$ cat config.mk
export PLATFORM = sky130hd
export DESIGN_NAME = pack_stream
export DESIGN_NICKNAME = d
export VERILOG_FILES = /design/src/rtl/pack_stream.sv
export SDC_FILE = /design/constraint.sdc
export NUM_CORES = 1
export LEC_CHECK = 0
export ABC_CLOCK_PERIOD_IN_PS = 2000
export CORE_MARGIN = 3
export CORE_UTILIZATION = 25
export CTS_CLUSTER_DIAMETER = 200
export DETAILED_ROUTE_END_ITERATION = 6
export HOLD_SLACK_MARGIN = 0.02
export PLACE_DENSITY = 0.52
export SYNTH_ARGS = -nofsm -noshare
export SYNTH_HDL_FRONTEND = slang
export SYNTH_SLANG_ARGS = --single-unit
$ cat constraint.sdc
create_clock -name clk -period 2 [get_ports clk]
set_clock_uncertainty 0.1 [all_clocks]
set_input_delay 0.4 -clock clk [delete_from_list [all_inputs] [get_ports clk]]
set_output_delay 0.4 -clock clk [all_outputs]
set_load 0.005 [all_outputs]
$ cat src/rtl/pack_stream.sv
// Packs LANES narrow elements into one OUT_W word behind a valid/ready port.
// Define PACK_SAT_EN to saturate signed inputs instead of truncating them.
module pack_stream #(
  parameter  int IN_W   = 24,
  parameter  int ELEM_W = 8,
  parameter  int LANES  = 4,
  localparam int OUT_W  = ELEM_W * LANES,
  localparam int CNT_W  = $clog2(LANES + 1)
) (
  input  logic             clk,
  input  logic             rst_n,
  input  logic             clear,
  input  logic             flush,
  input  logic             in_valid,
  output logic             in_ready,
  input  logic [IN_W-1:0]  in_data,
  output logic             out_valid,
  input  logic             out_ready,
  output logic [OUT_W-1:0] out_data,
  output logic [CNT_W-1:0] out_count
);

  typedef enum logic {FILL, HOLD} state_t;

  state_t             state_q, state_d;
  logic [OUT_W-1:0]   pack_q, pack_d;
  logic [CNT_W-1:0]   ptr_q, ptr_d;
  logic               pend_q, pend_d;
  logic [OUT_W-1:0]   data_q, data_d;
  logic [CNT_W-1:0]   cnt_q, cnt_d;
  logic [OUT_W-1:0]   wpack;
  logic [CNT_W-1:0]   wptr;
  logic [ELEM_W-1:0]  lane_val;
  logic               in_fire;

  assign out_valid = (state_q == HOLD);
  assign in_ready  = !out_valid | out_ready;
  assign in_fire   = in_valid & in_ready;
  assign out_data  = data_q;
  assign out_count = cnt_q;

`ifdef PACK_SAT_EN
  localparam logic [IN_W-1:0] SMAX =
    {{(IN_W-ELEM_W+1){1'b0}}, {(ELEM_W-1){1'b1}}};
  localparam logic [IN_W-1:0] SMIN =
    {{(IN_W-ELEM_W+1){1'b1}}, {(ELEM_W-1){1'b0}}};

  always_comb begin
    lane_val = in_data[ELEM_W-1:0];
    if ($signed(in_data) > $signed(SMAX))
      lane_val = {1'b0, {(ELEM_W-1){1'b1}}};
    else if ($signed(in_data) < $signed(SMIN))
      lane_val = {1'b1, {(ELEM_W-1){1'b0}}};
  end
`else
  assign lane_val = in_data[ELEM_W-1:0];

  if (IN_W > ELEM_W) begin : g_hi
    logic unused_hi;
    assign unused_hi = ^in_data[IN_W-1:ELEM_W];
  end
`endif

  // In HOLD the buffer and pointer are already zero, so the same
  // write path lands a concurrent element in lane 0.
  always_comb begin
    wpack = pack_q;
    wptr  = ptr_q;
    if (in_fire) begin
      for (int i = 0; i < LANES; i++)
        if (ptr_q == CNT_W'(i))
          wpack[i*ELEM_W +: ELEM_W] = lane_val;
      wptr = ptr_q + CNT_W'(1);
    end
  end

  always_comb begin
    state_d = state_q;
    pack_d  = pack_q;
    ptr_d   = ptr_q;
    pend_d  = pend_q;
    data_d  = data_q;
    cnt_d   = cnt_q;
    if (clear) begin
      state_d = FILL;
      pack_d  = '0;
      ptr_d   = '0;
      pend_d  = 1'b0;
      data_d  = '0;
      cnt_d   = '0;
    end else begin
      unique case (state_q)
        FILL: begin
          pend_d = 1'b0;
          if (wptr == CNT_W'(LANES) ||
              ((flush | pend_q) && wptr != '0)) begin
            state_d = HOLD;
            data_d  = wpack;
            cnt_d   = wptr;
            pack_d  = '0;
            ptr_d   = '0;
          end else begin
            pack_d = wpack;
            ptr_d  = wptr;
          end
        end
        HOLD: begin
          pend_d = pend_q | flush;
          if (out_ready) begin
            state_d = FILL;
            data_d  = '0;
            cnt_d   = '0;
            pack_d  = wpack;
            ptr_d   = wptr;
          end
        end
        default: state_d = FILL;
      endcase
    end
  end

  always_ff @(posedge clk or negedge rst_n) begin
    if (!rst_n) begin
      state_q <= FILL;
      pack_q  <= '0;
      ptr_q   <= '0;
      pend_q  <= 1'b0;
      data_q  <= '0;
      cnt_q   <= '0;
    end else begin
      state_q <= state_d;
      pack_q  <= pack_d;
      ptr_q   <= ptr_d;
      pend_q  <= pend_d;
      data_q  <= data_d;
      cnt_q   <= cnt_d;
    end
  end

endmodule
# ---- After elaboration in Yosys (flattened, before gate mapping)
# Index checks and enable logic that the tools add are counted.
dict set report totals {
  reg_bits 72
  in_bits 30
  wordCells 51
}
dict set report classes {
  n_addsub 1
  eq_ne 6
  n_mux 28
  n_bitwise 4
  n_reduce_logical 6
}
# op count
set op_table {}
lappend op_table {{$mux W32} 7}
lappend op_table {{$pmux W32 S2} 2}
lappend op_table {{$mux W8} 4}
lappend op_table {{$mux W3} 7}
lappend op_table {{$pmux W3 S2} 2}
lappend op_table {{$eq A3 B2 Y1 const B} 2}
lappend op_table {{$ne A3 B3 Y1 const B} 2}
lappend op_table {{$mux W1} 4}
lappend op_table {{$pmux W1 S2} 2}
lappend op_table {{$add A3 B1 Y3 const B} 1}
lappend op_table {{$eq A3 B1 Y1 const B} 1}
lappend op_table {{$eq A3 B3 Y1 const B} 1}
lappend op_table {{$logic_not A3 Y1} 1}
lappend op_table {{$reduce_bool A3 Y1} 1}
lappend op_table {{$or A1 B1 Y1} 2}
lappend op_table {{$reduce_and A2 Y1} 1}
lappend op_table {{$and A1 B1 Y1} 1}
lappend op_table {{$logic_and A1 B1 Y1} 1}
lappend op_table {{$logic_not A1 Y1} 1}
lappend op_table {{$logic_or A1 B1 Y1} 1}
lappend op_table {{$not A1 Y1} 1}

# ---- Logic depth before layout (Yosys ltp)
dict set report depth {
  ltp_word 10
  depth_mapped 8
  ltp_nobuf 7
}

# ---- Worst setup path after synthesis
# Ideal clock, no wire load.
dict set report synth_timing {
  path_type {reg2reg}
  from {register ptr_q[0]}
  to {register pack_q[24]}
  setup_ns 0.121
  t_arrival_ns 1.870
  setup_slack_ns -0.091
  stages_incl_launch_ff 8
  path_cell_list {dfrtp_1 inv_1 ha_1 nor2b_1 o21ai_1 nor2_2 nor2_2 a22o_1}
}
dict set report synth_between {
  elab_chain_len 8
  elab_cells_between_ends 13
  cone_classes {1 x add/sub; 2 x eq/ne; 7 x mux; 3 x reduce/logical}
}
# item line_no
set synth_lines {}
lappend synth_lines {{start, declared} 27} ;# logic [CNT_W-1:0] ptr_q, ptr_d;
lappend synth_lines {{start signal, assigned} 133} ;# ptr_q <= ptr_d;
lappend synth_lines {{$add A3 B1 Y3} 73} ;# wptr = ptr_q + CNT_W'(1);
lappend synth_lines {{$mux W3} 69} ;# if (in_fire) begin
lappend synth_lines {{$reduce_bool A3 Y1} 96} ;# ((flush | pend_q) && wptr != '0)) begin
lappend synth_lines {{$logic_and A1 B1 Y1} 96}
lappend synth_lines {{$logic_or A1 B1 Y1} 95} ;# if (wptr == CNT_W'(LANES) ||
lappend synth_lines {{$mux W32} 95}
lappend synth_lines {{$pmux W32 S2 (*)} 92} ;# unique case (state_q)
lappend synth_lines {{$mux W32 (*)} 84} ;# if (clear) begin
lappend synth_lines {{end signal, assigned} 132} ;# pack_q <= pack_d;
lappend synth_lines {{end, declared} 26} ;# logic [OUT_W-1:0] pack_q, pack_d;
# Every way passes the cells marked *; elsewhere a longest branch is shown, timed or not. The select of a mux whose other input is x is not followed.
# A chain may end at the register's enable or synchronous reset.

# ---- Worst setup path in the final report
dict set report layout_timing {
  from {register ptr_q[1]}
  to {register pack_q[4]}
}
# The elaborated chain is that of the path after synthesis.

==> reports/metrics.cfg <==
[timing]
setup_ws_ns = -0.0367
fin_crit_sh_pct = 102
setup_viol = 24
fmax_ghz = 0.491
tns_ns = -0.547
rsz0062_at_grt = true
fin_crit_ns = 2.04
max-slew-margin-rel_pct = 71.5
hold_viol = 0
worstMarginPinSlew_ns = 0.426
finalMaxSlewViolations = 0

[setup_path]
setup.worst_path.start = ptr_q[1]
worstSetupPathType = reg -> reg
cp.required_ns = 2.12
crit_fanout = 8
r2r_start = ptr_q[1]
r2r_setup_slack_ns = -0.04
slowest_delay_ns = 0.45
crit_end = pack_q[4]
ff2ff_path_depth = 9
endpoint_kind = flop
crit_arrival_ns = 2.15
cp-start-kind = flop
r2r-end = pack_q[4]
path_cells = ha_4, ha_4, nand3b_1, o21ai_1, buf_4, nor2_4, buf_6, nor2_4, a32o_1
slowest_stage = dfrtp_2

[synthesis]
synth.yosys.seq_area_share_pct = 51.9
synth_edf_count = 0
ys_types = 46
syn_nets = 310
synth_flop_cell = dfrtp_1
yosysWarnings = 0
ys_ff_latch = 72
yosysTopAreaCell = dfrtp_1
async_flop_share_pct = 100
netlist_area_sq_um = 3470
synth.top_cells.by_area = dfrtp_1 52%, mux2i_1 9.5%, o2bb2ai_1 8.1%
avgSynthCellArea_sq_um = 12.6
synthCells = 275
yosysTopAreaCellShare_pct = 51.9

[die]
fp.coreArea_sq_um = 13400
die_w_um = 124
ioPinCount = 67
row_count = 42
die_y_um = 124
die_area_sq_um = 15300
initial_core_util_pct = 25.9

[drt]
avgRoutedWirePerCell_um = 17.0
vias = 2668
drc = 0
ant_nets = 0
via_per_inst = 4.93
drtIter0Drc = 173
drt_pass1_iterations = 4
routed_wl_um = 9190

[pwr]
power.total_mw = 3.84
p_per_area_nw_per_um2 = 790
power_leakage_nw = 2.15
max-vdd-ir-drop_v = 0.000403

[placed_design]
gp_congestion = 0.790
hpwl_um = 6400
dp_slack_ns = -0.278
place_area_sq_um = 4470
port_buffers = 50

[finish]
fin_nets = 395
area_growth_pct = 40.1
diodes = 0
finalInstanceArea_sq_um = 4860
fill_cells = 1339
drive_gt1_share_pct = 26.0

[clocking]
clkSinkCount = 72
cts-root-buf = clkbuf_16
numCtsBuffers = 9
cts_tree = built
clk_latency_ns = 0.33
clkTransAtPathRegs_ns = 0.06
htree_levels = 3
ctsLongestPathBuffers = 2

[run]
max-cap-violations = 0

[outcome]
violations = negative setup slack
status = complete, but fails checks

[min_path]
hold-path-cell-count = 1
hp-class = reg -> reg

[global_routing]
grt_pass1_vias = 2757
grt.overflow.total = 0
track_usage_pct = 12.8
grt_pass1_wl_um = 14800
antenna_found_initial = 0
grt_max_degree = 73

## cells in the mapped netlist, drive strengths merged (3+ instances only)
master and number:
o21ai 6, mux2i 33, clkbuf 4, a21o 4, and3 3, o211ai 3
a22oi 4, a211oi 3, ha 5, nor2 14, nand2 9, a21oi 6
a22o 10, nand2b 3, o2bb2ai 32, a32o 24, inv 7, dfrtp 72
buf 16
## stage by stage
step	std cells	util (%)	hold WS, ns
finish	541	36.3	0.388
global route	541	36.3	0.401
CTS	542	36.1	0.392
detailed placement	524	33.4	0.363
global placement	524	33.4	0.361
floorplan	275	-	0.00441
## power by group
group | internal [mW] | switching (mW) | total (mW)
logic | 0.345 | 0.413 | 0.758
registers | 1.50 | 0.0283 | 1.53
clock network | 0.958 | 0.596 | 1.55
total | 2.81 | 1.04 | 3.84
## how the worst min path moves through the flow
stage | from | to | slack (ns)
2_1_floorplan | rst_n | out_count[0] | 0.004
3_3_place_gp | rst_n | pend_q | 0.36
3_5_place_dp | rst_n | ptr_q[0] | 0.36
4_1_cts | out_data[16] | out_data[16] | 0.39
5_1_grt | pack_q[16] | pack_q[16] | 0.40
6_report | out_data[30] | out_data[30] | 0.39
## critical path, delay by kind of cell, from the launching register on
family | cells | cell delay (ns)
adders and majority gates | 2 | 0.39
buffers and inverters | 2 | 0.31
DFF | 1 | 0.45
and+or+nand+nor | 3 | 0.35
AOI/OAI and AO/OA | 2 | 0.33
## sequential cells by signal (all words and copies together) (netlist names)
signal / count
pack_q: 32
out_data: 32
out_count: 3
pend_q: 1
ptr_q: 3
out_valid: 1
## cells by family after synthesis
group	Yosys count	synth area share (%)
mux	34	9.84
simple gates	39	7.93
xor+xnor	1	0.252
buf+inv	27	3.93
flops	72	51.9
fa+ha+maj	5	1.80
compound gates	97	24.3
## area by class of cell
class	instances	area, sq um	area share [%]
inverter	7	28.8	0.592
timing repair buffer	94	902	18.6
sequential	72	1800	37.1
clock inverter	6	60.1	1.24
clock buffer	10	229	4.71
multi-input combinational	176	1620	33.3
tap	176	220	4.53
## routing by layer
layer,global-route usage [%],share of wire (%),vias to the layer above
met1,17.5,48,1345
met2,19.4,45,65
li1,-,-,1245
met3,3.68,4.9,13
met5,0,0,-
met4,4.71,1.8,0
## repair_timing
item                                    4_1_cts  5_1_grt
endpoints found under the setup margin       67       67
hold endpoints to repair                     72        0
buffers inserted                              2        0
pin swaps                                    29        4
cloned                                        0        0
hold buffers                                  1        0
gates resized for setup                      15        7
## cell usage in the layout, fill, tap and decap left out, types with 2 or more instances in the layout
cell type and n:
dfrtp_2 2, nand3b_1 2, inv_1 4, clkinvlp_4 2
mux2i_1 33, buf_4 33, a21oi_1 4, a21o_1 4
o2bb2ai_1 32, buf_12 4, o21ai_2 3, a211oi_1 3
nand3_1 2, clkinv_2 3, and3_1 2, a21oi_2 2
nand2b_1 3, a22oi_2 3, buf_6 6, o21ai_1 2
nand2_1 4, a32o_1 24, nor2_4 5, dfrtp_1 70
o211ai_1 2, inv_2 2, clkdlybuf4s50_1 47, a22o_1 10
clkbuf_16 9, nor2_1 8, nand2_4 5, ha_4 3
ha_1 2
(Power assumes the default switching activity.)
